[config.mk]
export PLATFORM = sky130hd
export DESIGN_NAME = cdce_spi_responder_flat
export DESIGN_NICKNAME = d
export VERILOG_FILES = /design/src/rtl/cdce_spi_responder_if.sv /design/src/rtl/cdce_spi_responder.sv /design/src/flat_wrapper.sv
export SDC_FILE = /design/constraint.sdc
export NUM_CORES = 1
export LEC_CHECK = 0
export ABC_AREA = 1
export BUFFER_PORTS_ARGS = -buffer_cell sky130_fd_sc_hd__buf_2
export CAP_MARGIN = 25
export CORE_MARGIN = 1.5
export CORE_UTILIZATION = 30
export DETAILED_ROUTE_END_ITERATION = 8
export MAX_ROUTING_LAYER = met4
export PLACE_DENSITY = 0.55
export SLEW_MARGIN = 20
export SYNTH_ARGS = -nofsm -noshare
export SYNTH_HDL_FRONTEND = slang
export SYNTH_SLANG_ARGS = --single-unit
[constraint.sdc]
create_clock -name clk -period 4.75 [get_ports clk]
set_clock_uncertainty 0.15 [all_clocks]
set_input_delay 0.7125 -clock clk [delete_from_list [all_inputs] [get_ports clk]]
set_output_delay 0.7125 -clock clk [all_outputs]
set_load 0.02 [all_outputs]
[src/rtl/cdce_spi_responder_if.sv]
// 4-wire SPI bundle for the clock-chip config link.
// master drives clk/le/mosi; slave returns miso.
interface cdce_spi_responder_if;
  logic spi_clk;
  logic spi_le;
  logic spi_mosi;
  logic spi_miso;

  modport master (
    output spi_clk, spi_le, spi_mosi,
    input  spi_miso
  );

  modport slave (
    input  spi_clk, spi_le, spi_mosi,
    output spi_miso
  );
endinterface

[src/rtl/cdce_spi_responder.sv]
// SPI clock-chip stand-in: oversampled LSB-first 32-bit frames,
// shadow regs, readback on miso, write/eeprom/error strobes, frame count.
module cdce_spi_responder #(
  parameter int          NUM_REGS    = 9,
  parameter int          SYNC_STAGES = 2,
  parameter logic [31:0] REG_RST_VAL = 32'h0000_0000
) (
  input  logic                     clk,
  input  logic                     rst_n,
  cdce_spi_responder_if.slave      spi,
  output logic [32*NUM_REGS-1:0]   reg_file_flat,
  output logic                     wr_stb,
  output logic [3:0]               wr_addr,
  output logic                     eeprom_stb,
  output logic                     frame_err,
  output logic [15:0]              frame_cnt
);

  typedef enum logic [1:0] {
    S_IDLE, S_SHIFT_IN, S_DECODE, S_SHIFT_OUT
  } state_t;

  state_t state_q, state_d;

  logic [SYNC_STAGES-1:0] sclk_sr, le_sr, mosi_sr;
  logic sclk_s, le_s, mosi_s;
  logic sclk_d, le_d;
  logic sclk_rise, sclk_fall, le_fall, le_rise;

  logic [31:0] shreg, oshr, rd_word;
  logic [5:0]  bit_cnt;
  logic [3:0]  rd_addr, wr_addr_q, nib;
  logic        rd_armed, frame_ok;
  logic        nib_wr, nib_rd, nib_ee;
  logic [31:0] regs [NUM_REGS];

  always_ff @(posedge clk) begin
    if (!rst_n) begin
      sclk_sr <= '0;
      le_sr   <= '1;
      mosi_sr <= '0;
      sclk_d  <= 1'b0;
      le_d    <= 1'b1;
    end else begin
      sclk_sr <= {sclk_sr[SYNC_STAGES-2:0], spi.spi_clk};
      le_sr   <= {le_sr[SYNC_STAGES-2:0], spi.spi_le};
      mosi_sr <= {mosi_sr[SYNC_STAGES-2:0], spi.spi_mosi};
      sclk_d  <= sclk_s;
      le_d    <= le_s;
    end
  end

  assign sclk_s    = sclk_sr[SYNC_STAGES-1];
  assign le_s      = le_sr[SYNC_STAGES-1];
  assign mosi_s    = mosi_sr[SYNC_STAGES-1];
  assign sclk_rise = sclk_s & ~sclk_d;
  assign sclk_fall = ~sclk_s & sclk_d;
  assign le_fall   = ~le_s & le_d;
  assign le_rise   = le_s & ~le_d;

  assign nib      = shreg[3:0];
  assign frame_ok = (bit_cnt == 6'd32);
  assign nib_wr   = ({28'd0, nib} < 32'(NUM_REGS));
  assign nib_rd   = (nib == 4'hE);
  assign nib_ee   = (nib == 4'hF);

  always_comb begin
    rd_word = '0;
    for (int i = 0; i < NUM_REGS; i++)
      if (rd_addr == 4'(i)) rd_word = regs[i];
  end

  always_ff @(posedge clk) begin
    if (!rst_n) state_q <= S_IDLE;
    else        state_q <= state_d;
  end

  always_comb begin
    state_d = state_q;
    unique case (state_q)
      S_IDLE:
        if (le_fall)
          state_d = rd_armed ? S_SHIFT_OUT : S_SHIFT_IN;
      S_SHIFT_IN:
        if (le_rise) state_d = S_DECODE;
      S_DECODE:
        state_d = S_IDLE;
      S_SHIFT_OUT:
        if (le_rise) state_d = S_IDLE;
      default:
        state_d = S_IDLE;
    endcase
  end

  always_comb begin
    wr_stb     = 1'b0;
    eeprom_stb = 1'b0;
    frame_err  = 1'b0;
    spi.spi_miso = 1'b0;
    unique case (state_q)
      S_SHIFT_IN:
        frame_err = le_fall;
      S_DECODE:
        if (!frame_ok) begin
          frame_err = 1'b1;
        end else begin
          unique case (1'b1)
            nib_wr:  wr_stb     = 1'b1;
            nib_rd:  ;
            nib_ee:  eeprom_stb = 1'b1;
            default: frame_err  = 1'b1;
          endcase
        end
      S_SHIFT_OUT:
        spi.spi_miso = oshr[0];
      default: ;
    endcase
  end

  assign wr_addr = wr_stb ? nib : wr_addr_q;

  always_ff @(posedge clk) begin
    if (!rst_n) begin
      shreg     <= '0;
      oshr      <= '0;
      bit_cnt   <= '0;
      rd_addr   <= '0;
      rd_armed  <= 1'b0;
      wr_addr_q <= '0;
      frame_cnt <= '0;
      for (int i = 0; i < NUM_REGS; i++)
        regs[i] <= {REG_RST_VAL[31:4], 4'(i)};
    end else begin
      unique case (state_q)
        S_IDLE: begin
          if (le_fall && !rd_armed) bit_cnt <= '0;
          if (le_fall && rd_armed)  oshr    <= rd_word;
        end
        S_SHIFT_IN: begin
          // a second LE fall restarts the frame from bit 0
          if (le_fall) begin
            bit_cnt <= '0;
          end else if (sclk_rise && !le_s) begin
            shreg <= {mosi_s, shreg[31:1]};
            if (bit_cnt != 6'd33) bit_cnt <= bit_cnt + 6'd1;
          end
        end
        S_DECODE: begin
          if (frame_ok) frame_cnt <= frame_cnt + 16'd1;
          if (wr_stb) begin
            wr_addr_q <= nib;
            for (int i = 0; i < NUM_REGS; i++)
              if (nib == 4'(i)) regs[i] <= shreg;
          end
          if (frame_ok && nib_rd) begin
            rd_addr  <= shreg[7:4];
            rd_armed <= 1'b1;
          end
        end
        S_SHIFT_OUT: begin
          if (sclk_fall) oshr <= {1'b0, oshr[31:1]};
          if (le_rise) begin
            rd_armed  <= 1'b0;
            frame_cnt <= frame_cnt + 16'd1;
          end
        end
        default: ;
      endcase
    end
  end

  for (genvar g = 0; g < NUM_REGS; g++) begin : g_flat
    assign reg_file_flat[32*g +: 32] = regs[g];
  end

endmodule

[src/flat_wrapper.sv]
// flat-port wrapper written by rule: the top's interface ports become plain ports
module cdce_spi_responder_flat 
#(
  parameter int          NUM_REGS    = 9,
  parameter int          SYNC_STAGES = 2,
  parameter logic [31:0] REG_RST_VAL = 32'h0000_0000
)
  (clk, rst_n, reg_file_flat, wr_stb, wr_addr, eeprom_stb, frame_err, frame_cnt, spi_spi_clk, spi_spi_le, spi_spi_mosi, spi_spi_miso);
  cdce_spi_responder_if spi_i ();
  input  logic clk;
  input  logic rst_n;
  output logic [32*NUM_REGS-1:0] reg_file_flat;
  output logic wr_stb;
  output logic [3:0] wr_addr;
  output logic eeprom_stb;
  output logic frame_err;
  output logic [15:0] frame_cnt;
  input wire logic [$bits(spi_i.spi_clk)-1:0] spi_spi_clk;
  input wire logic [$bits(spi_i.spi_le)-1:0] spi_spi_le;
  input wire logic [$bits(spi_i.spi_mosi)-1:0] spi_spi_mosi;
  output wire logic [$bits(spi_i.spi_miso)-1:0] spi_spi_miso;
  assign spi_i.spi_clk = spi_spi_clk;
  assign spi_i.spi_le = spi_spi_le;
  assign spi_i.spi_mosi = spi_spi_mosi;
  assign spi_spi_miso = spi_i.spi_miso;
  cdce_spi_responder #(.NUM_REGS(NUM_REGS), .SYNC_STAGES(SYNC_STAGES), .REG_RST_VAL(REG_RST_VAL)) u_core (.clk(clk), .rst_n(rst_n), .spi(spi_i), .reg_file_flat(reg_file_flat), .wr_stb(wr_stb), .wr_addr(wr_addr), .eeprom_stb(eeprom_stb), .frame_err(frame_err), .frame_cnt(frame_cnt));
endmodule
==> results.sh, run 1 <==
export IMPL_outcome="complete, no violations"
export IMPL_ir_worst_vdd_mv=0.2399
export IMPL_fin_ws_ns=1.370
export IMPL_ys_warn_count=0
export IMPL_cts_sinks=393
export IMPL_synth_top_area_cell="edfxtp_1"
export IMPL_dpl_hpwl_um=38430
export IMPL_crit_path_end_kind="output port"
export IMPL_path_class="flip-flop to output port"
export IMPL_ff_latch_area_um2=10750
export IMPL_cts_buffers=43
export IMPL_cts_max_level=2
export IMPL_postCtsResizedCells=0
export IMPL_fill_cells=5319
export IMPL_vias_per_cell=4.755
export IMPL_grt_pass1_wl_um=79610
export IMPL_syn_nets=1657
export IMPL_cp_start_kind="flip-flop"
export IMPL_power_mw=7.978
export IMPL_overflow=0
export IMPL_coreArea_um2=53600
export IMPL_cts_hold_fix_buffers=0
export IMPL_stdcell_count=2690
export IMPL_drv_slew=0
export IMPL_drive_above_1_share=0.2187
export IMPL_port_buffer_count=316
export IMPL_synth_cell_type_count=34
export IMPL_tns_ns=0
export IMPL_start_util=0.3029
export IMPL_yosys_area_top_type_share=0.5327
export IMPL_synth_seq_area_share=0.6622
export IMPL_cellPowerDensity_nw_per_um2=395.2
export IMPL_num_vias=12790
export IMPL_dp_slack_ns=1.380
export IMPL_slew_headroom=0.2696
export IMPL_multi_input_area_um2=4558
export IMPL_dieWidth_um=235.6
export IMPL_antenna_found_initial=0
export IMPL_finalSetupViolations=0
export IMPL_antenna_left=0
export IMPL_synthTopCellsByArea="edfxtp_1, dfxtp_1, nand2_1"
export IMPL_clk_path_buf_depth=3
export IMPL_synth_commonest_cells="nand2_1, edfxtp_1, nor2_1"
export IMPL_synthMostInstantiatedCell="nand2_1"
export IMPL_max_cap_viol_count=0
export IMPL_root_buffer="clkbuf_16"
export IMPL_drt_iter0_drc=933
export IMPL_synth_edf_count=288
export IMPL_crit_fanout=8
export IMPL_clk_pin_slew_ns=0.06
export IMPL_syn_area_per_cell_um2=9.875
export IMPL_rrSetupSlack_ns=1.43
export IMPL_design_die_area_um2=55520
export IMPL_synthCells=1644
export IMPL_ys_async_sr_fraction=0
export IMPL_io_pins=317
export IMPL_synth_area_um2=16230
export IMPL_grt_pass1_vias=12340
export IMPL_gp_congestion=0.8762
export IMPL_routed_wl_um=54930
export IMPL_insertion_delay_ns=0.57
export IMPL_grt_usage=0.1991
export IMPL_grt_setup_unrepaired="no"
export IMPL_num_rows=85
export IMPL_hold_path_class="input port to flip-flop"
export IMPL_area_delta_synth_final_pct=24.36
export IMPL_synth_seq_cells=393
export IMPL_hold_violations=0
export IMPL_drc=0
export IMPL_grt_max_degree=51
export IMPL_place_inst=2609
export IMPL_tightest_slew_ns=1.093
export IMPL_finalNetCount=1973
export IMPL_timing_fmax_mhz=295.9
export IMPL_wl_per_cell_um=20.42
export IMPL_cp_arrival_ns=2.52
export IMPL_power_leakage_nw=8.800
export IMPL_insertedDiodeCount=0
export IMPL_drt_pass1_iter_count=5
export IMPL_finalCritPeriodShare=0.7115
export IMPL_critical_path_required_ns=3.89
export IMPL_cts_tree="built"
export IMPL_die_h_um=235.6
export IMPL_postCtsSetupRepairBufs=0
export IMPL_synthFlopType="edfxtp_1"
export IMPL_period_needed_ns=3.380
-- final cells by class --
class / count / area share
clock buffers: 55 / 0.05912
clock inverters: 24 / 0.01010
inverters: 193 / 0.03588
multi-input cells: 986 / 0.2258
flip-flops and latches: 393 / 0.5325
well taps: 696 / 0.04313
repair buffers: 343 / 0.09352
-- cell families after synthesis --
logic type,share of synthesized area
compound gates,0.06736
xor+xnor,0.003237
fa+ha+maj,0.006166
buf+inv,0.06528
flops,0.6622
simple gates,0.1958
-- flip-flops by register name (all words and copies together) (netlist names) --
name,flops
u_core.bit_cnt,6
u_core.shreg,32
u_core.wr_addr_q,4
u_core.rd_addr,4
u_core.rd_armed,1
u_core.state_q,2
u_core.mosi_sr,2
u_core.oshr,32
u_core.sclk_d,1
u_core.le_sr,2
u_core.le_d,1
u_core.regs,288
u_core.frame_cnt,16
u_core.sclk_sr,2
-- metrics by stage --
stage	hold WS, ns	utilization	cell area [um^2]
global route	0.1952	0.3767	20190
finish	0.2074	0.3767	20190
floorplan	0.2405	-	16230
detailed placement	0.2502	0.3496	18740
CTS	0.1868	0.3756	20130
global placement	0.2465	0.3479	18650
-- path summary, 6_finish.rpt --
kind | start | to | depth (start not counted)
setup reg to reg | u_core.state_q[0]$_SDFFE_PN0P_ | u_core.regs[0][81]$_DFFE_PP_ | 9
hold / removal | spi_spi_clk | u_core.sclk_sr[0]$_SDFF_PN0_ | 3
hold reg to reg | u_core.le_sr[0]$_SDFF_PN1_ | u_core.le_sr[1]$_SDFF_PN1_ | 1
setup / recovery | u_core.shreg[0]$_SDFFE_PN0P_ | wr_addr[1] | 9
-- routing by layer --
metal / global-route usage / routed length (um) / vias to the layer above
met3: 0.04339 / 3906 / 100
met4: 0.07312 / 1991 / 0
met1: 0.2387 / 22250 / 6146
met2: 0.3289 / 26780 / 488
li1: - / - / 6057
met5: - / 0 / -
-- power by group --
part	internal, mW	leakage, nW	total, mW	switching, mW
clock network	1.94	0.678	3.33	1.39
logic	0.193	4.35	0.696	0.503
registers	3.84	3.78	3.95	0.114
total	5.97	8.80	7.98	2.01
-- worst max-delay path, stage by stage, from the launching register on --
cell and delay (ns):
dfxtp_1 0.56, nor2_1 0.14, nand2_1 0.17, nand2_1 0.11, nand2_1 0.22, inv_1 0.10
or2_2 0.27, o21ai_0 0.12, inv_1 0.09, buf_2 0.17
-- placed cells by master (no fill, tap or decap), drive strengths merged, types with 19 or more instances in the layout --
cell type / synthesis / routed
nand3: 93 / 93
nand3b: 22 / 22
clkinv: 2 / 19
edfxtp: 288 / 288
buf: 33 / 343
clkbuf: 39 / 55
nand2: 408 / 408
nor2: 196 / 196
inv: 191 / 191
a21oi: 102 / 102
dfxtp: 105 / 105
o21ai: 98 / 98
No activity file was read; power rests on OpenSTA's default activity.
==> run 2, diff against run 1 <==
clock period = 3.3 ns   (was 4.75 ns; I/O delays follow)
==> results.sh, run 2 (synthesis gave the netlist of run 1 again) <==
export IMPL_outcome="complete, no violations"
export IMPL_mostFrequentLayoutCells="nand2_1, buf_2, edfxtp_1"
export IMPL_switchingPower_mw=2.876
export IMPL_pwr_share_clk=0.426
export IMPL_drive_above_1_share=0.2278
export IMPL_placed_area_um2=18880
export IMPL_area_delta_synth_final_pct=25.60
export IMPL_cp_arrival_ns=2.45
export IMPL_cp_common_cell="inv_1"
export IMPL_final_common_cell="nand2_1"
export IMPL_dieWidth_um=235.6
export IMPL_largest_register_ffs=288
export IMPL_hold_path_class="input port to flip-flop"
export IMPL_fin_hold_ws_ns=0.1567
export IMPL_critical_path_required_ns=2.65
export IMPL_cp_start_kind="flip-flop"
export IMPL_antenna_found_initial=1
export IMPL_finalNetCount=1994
export IMPL_start_util=0.3029
export IMPL_drc=0
export IMPL_coreArea_um2=53600
export IMPL_netSwitchingFraction=0.2459
export IMPL_antenna_left=0
export IMPL_critPathBufInv=5
export IMPL_crit_family="buffers and inverters"
export IMPL_p_seq_frac=0.486
export IMPL_num_rows=85
export IMPL_crit_path_end_kind="output port"
export IMPL_finalSetupViolations=0
export IMPL_crit_path_max_incr_delay_ns=0.38
export IMPL_num_vias=12740
export IMPL_cts_tree="built"
export IMPL_routed_wl_um=55450
export IMPL_clk_path_buf_depth=3
export IMPL_cpMaxStageDelayCell="dfxtp_1"
export IMPL_hold_violations=0
export IMPL_ir_worst_vdd_mv=0.3580
export IMPL_drt_iter0_drc=920
export IMPL_grt_pass1_vias=12460
export IMPL_root_buffer="clkbuf_16"
export IMPL_crit_fanout=6
export IMPL_path_cells="inv_1 > ha_1 > inv_1 > nor2_2 > nand2_1 > inv_1 > or2_2 > o21ai_1 > inv_1 > buf_2"
export IMPL_io_pins=317
export IMPL_tightest_slew_ns=0.8132
export IMPL_fin_ws_ns=0.2031
export IMPL_vias_per_cell=4.696
export IMPL_cts_max_level=2
export IMPL_grt_pass1_wl_um=80870
export IMPL_max_cap_viol_count=0
export IMPL_drt_pass1_iter_count=5
export IMPL_dpl_hpwl_um=39140
export IMPL_clk_pin_slew_ns=0.05
export IMPL_design_die_area_um2=55520
export IMPL_grt_usage=0.2019
export IMPL_power_leakage_nw=8.929
export IMPL_drv_slew=0
export IMPL_wl_per_cell_um=20.45
export IMPL_internal_power_mw=8.818
export IMPL_finalCritPeriodShare=0.9385
export IMPL_cts_sinks=393
export IMPL_insertion_delay_ns=0.56
export IMPL_timing_fmax_mhz=322.9
export IMPL_regMostFlops="u_core.regs"
export IMPL_port_buffer_count=316
export IMPL_overflow=0
export IMPL_reg_largest_list="u_core.regs (288), u_core.oshr (32), u_core.shreg (32)"
export IMPL_cellPowerDensity_nw_per_um2=573.5
export IMPL_slew_headroom=0.4566
export IMPL_fin_area_um2=20390
export IMPL_cts_buffers=42
export IMPL_path_class="flip-flop to output port"
export IMPL_dp_slack_ns=0.5017
export IMPL_combPwrFrac=0.088
export IMPL_grt_setup_unrepaired="yes"
export IMPL_die_h_um=235.6
export IMPL_gp_congestion=0.8590
export IMPL_period_needed_ns=3.097
export IMPL_grt_max_degree=52
-- run 2: timing repair --
action / in CTS / in global routing
endpoints found under the setup margin: 0 / 2
resized for setup: 0 / 3
hold buffers: 3 / 0
hold endpoints to repair: 3 / 0
buffers inserted: 0 / 0
-- run 2: routing by layer --
layer / up-vias / part of all wire / global-route usage
li1: 6101 / - / -
met1: 6124 / 0.40 / 0.2359
met2: 417 / 0.49 / 0.3355
met3: 94 / 0.070 / 0.05359
met4: 0 / 0.032 / 0.07019
met5: - / 0 / -
-- run 2: area by class of cell --
| class | count | area, um^2 |
|---|---|---|
| clock buffers | 61 | 1276 |
| flip-flops and latches | 393 | 10750 |
| fillers | 5327 | 33210 |
| repair buffers | 365 | 2011 |
| well taps | 696 | 870.8 |
| inverters | 193 | 724.4 |
| clock inverters | 17 | 196.4 |
| multi-input cells | 986 | 4558 |
| diodes | 1 | 2.502 |
-- run 2: path summary, 6_finish.rpt --
kind,slack (ns),cells past startpoint,from,endpoint
max,0.20,10,u_core.state_q[0]$_SDFFE_PN0P_,wr_addr[0]
max reg2reg,0.49,9,u_core.bit_cnt[0]$_SDFFE_PN0P_,u_core.regs[0][81]$_DFFE_PP_
min reg2reg,0.26,2,u_core.sclk_sr[0]$_SDFF_PN0_,u_core.sclk_sr[1]$_SDFF_PN0_
min,0.16,3,rst_n,u_core.shreg[0]$_SDFFE_PN0P_
-- run 2: worst register-to-register path: cells and delay by family (launching register included) --
family                     cells  cell delay [ns]
and+or+nand+nor                4             0.87
buffers and inverters          3             0.68
DFF                            1             0.33
AOI/OAI and AO/OA              1             0.24
adders and majority gates      1             0.16
-- run 2: stage by stage --
step	TNS (ns)	util	total power [mW]	std cells
floorplan	-99.65	-	6.393	1644
global placement	0	0.3521	6.809	2629
detailed placement	0	0.3523	6.817	2630
CTS	0	0.3803	11.79	2711
global route	-0.09088	0.3804	12.11	2712
finish	0	0.3804	11.69	2712
-- run 2: power by group through the flow --
stage / clock network [mW] / registers [mW] / logic, mW
2_1_floorplan: 0 / 5.91 / 0.488
3_3_place_gp: 0 / 5.79 / 1.02
3_5_place_dp: 0 / 5.79 / 1.03
4_1_cts: 5.07 / 5.68 / 1.04
5_1_grt: 5.27 / 5.71 / 1.13
6_report: 4.98 / 5.68 / 1.03
==> run 3, diff against run 2 <==
CTS_BUF_LIST = sky130_fd_sc_hd__clkbuf_8 sky130_fd_sc_hd__clkbuf_16   (was not set)
==> results.sh, run 3 (synthesis gave the netlist of run 1 again) <==
export IMPL_outcome="complete, no violations"
export IMPL_p_seq_frac=0.487
export IMPL_min_from="rst_n"
export IMPL_pwr_share_clk=0.425
export IMPL_grt_usage=0.2020
export IMPL_rrSetupSlack_ns=0.49
export IMPL_dieWidth_um=235.6
export IMPL_critical_path_required_ns=2.65
export IMPL_insertion_delay_ns=0.56
export IMPL_cp_arrival_ns=2.46
export IMPL_crit_path_end_kind="output port"
export IMPL_crit_fanout=6
export IMPL_regMostFlops="u_core.regs"
export IMPL_die_h_um=235.6
export IMPL_max_cap_viol_count=0
export IMPL_drv_slew=0
export IMPL_fill_cells=5327
export IMPL_dp_slack_ns=0.5017
export IMPL_min_path_cells=3
export IMPL_r2r_start="u_core.bit_cnt[0]$_SDFFE_PN0P_"
export IMPL_largest_register_ffs=288
export IMPL_drt_pass1_iter_count=7
export IMPL_timing_fmax_mhz=322.4
export IMPL_grt_pass1_vias=12460
export IMPL_root_buffer="clkbuf_16"
export IMPL_routed_wl_um=55500
export IMPL_mostFrequentLayoutCells="nand2_1, buf_2, edfxtp_1"
export IMPL_cts_tree="built"
export IMPL_grt_pass1_wl_um=80890
export IMPL_cts_sinks=393
export IMPL_num_vias=12780
export IMPL_tns_ns=0
export IMPL_final_common_cell="nand2_1"
export IMPL_io_pins=317
export IMPL_netSwitchingFraction=0.2466
export IMPL_ff_latch_area_um2=10750
export IMPL_r2r_cells=9
export IMPL_coreArea_um2=53600
export IMPL_drc=0
export IMPL_internal_power_mw=8.796
export IMPL_path_class="flip-flop to output port"
export IMPL_finalSetupViolations=0
export IMPL_design_die_area_um2=55520
export IMPL_finalNetCount=1994
export IMPL_switchingPower_mw=2.879
export IMPL_start_util=0.3029
export IMPL_drive_above_1_share=0.2278
export IMPL_area_delta_synth_final_pct=25.60
export IMPL_cp_start_kind="flip-flop"
export IMPL_power_mw=11.67
export IMPL_hold_violations=0
export IMPL_grt_max_degree=52
export IMPL_slew_headroom=0.4552
export IMPL_finalCritPeriodShare=0.9399
export IMPL_cts_max_level=2
export IMPL_num_rows=85
export IMPL_tightest_slew_ns=0.8152
export IMPL_drt_iter0_drc=847
export IMPL_port_buffer_count=316
export IMPL_clk_pin_slew_ns=0.06
export IMPL_cellPowerDensity_nw_per_um2=572.5
export IMPL_ir_worst_vdd_mv=0.3575
export IMPL_fin_ws_ns=0.1984
export IMPL_wl_per_cell_um=20.46
export IMPL_grt_setup_unrepaired="yes"
export IMPL_reg_largest_list="u_core.regs (288), u_core.oshr (32), u_core.shreg (32)"
export IMPL_cts_buffers=42
export IMPL_antenna_found_initial=1
export IMPL_antenna_left=0
export IMPL_vias_per_cell=4.713
export IMPL_dpl_hpwl_um=39140
export IMPL_multi_input_area_um2=4558
export IMPL_timing_rr_end="u_core.regs[0][81]$_DFFE_PP_"
export IMPL_gp_congestion=0.8590
export IMPL_power_leakage_nw=8.958
export IMPL_combPwrFrac=0.088
export IMPL_overflow=0
export IMPL_hold_path_end="u_core.shreg[0]$_SDFFE_PN0P_"
export IMPL_clk_path_buf_depth=3
export IMPL_hold_path_class="input port to flip-flop"
export IMPL_period_needed_ns=3.102
run 3: how the worst max path moves through the flow:
stage	startpoint	end	slack [ns]	cells past startpoint
floorplan	u_core.bit_cnt[0]$_SDFFE_PN0P_	u_core.regs[0][100]$_DFFE_PP_	-0.82	8
global placement	u_core.bit_cnt[0]$_SDFFE_PN0P_	u_core.regs[0][1]$_DFFE_PP_	0.42	7
detailed placement	u_core.bit_cnt[0]$_SDFFE_PN0P_	u_core.regs[0][83]$_DFFE_PP_	0.50	9
CTS	u_core.shreg[0]$_SDFFE_PN0P_	wr_addr[0]	0.14	9
global route	u_core.state_q[0]$_SDFFE_PN0P_	wr_addr[1]	-0.05	10
finish	u_core.state_q[0]$_SDFFE_PN0P_	wr_addr[0]	0.20	10
run 3: power groups by stage:
| stage | Clock, mW | Sequential [mW] | Combinational (mW) |
|---|---|---|---|
| global placement | 0 | 5.79 | 1.02 |
| CTS | 5.05 | 5.68 | 1.04 |
| finish | 4.96 | 5.69 | 1.03 |
| detailed placement | 0 | 5.79 | 1.03 |
| floorplan | 0 | 5.91 | 0.488 |
| global route | 5.25 | 5.71 | 1.13 |
run 3: cell type report:
cell class                 count  area share
antenna                        1   0.0001227
clock buffer                  54     0.06130
clock inverter                24     0.01092
inverter                     193     0.03553
multi-input combinational    986      0.2235
sequential                   393      0.5273
tap                          696     0.04271
timing repair buffer         365     0.09861
run 3: repair_timing:
action | 4_1_cts | 5_1_grt
resized for setup | 0 | 3
buffers inserted | 0 | 0
endpoints found under the setup margin | 0 | 2
endpoints found under the hold margin | 3 | 0
hold buffers | 3 | 0
run 3: stage by stage:
stage / hold WS, ns / cell area, um^2 / cells / util
after floorplan: 0.2405 / 16230 / 1644 / -
after global placement: 0.2451 / 18870 / 2629 / 0.3521
after detailed placement: 0.2474 / 18880 / 2630 / 0.3523
after CTS: 0.1362 / 20390 / 2711 / 0.3803
after global routing: 0.1718 / 20390 / 2712 / 0.3804
final: 0.1557 / 20390 / 2712 / 0.3804
run 3: critical path, cell delays in order, from the launching register on:
cell     delay [ns]
dfxtp_1        0.38
inv_1          0.08
ha_1           0.22
inv_1          0.13
nor2_2         0.09
nand2_1        0.18
inv_1          0.09
or2_2          0.27
o21ai_1        0.20
inv_1          0.10
buf_2          0.17
run 3: metal layers:
metal / GRT usage / vias to the layer above / wire [um]
li1: - / 6102 / -
met1: 0.2361 / 6125 / 22240
met2: 0.3354 / 455 / 27360
met3: 0.05359 / 101 / 4084
met4: 0.07019 / 0 / 1810
met5: - / - / 0
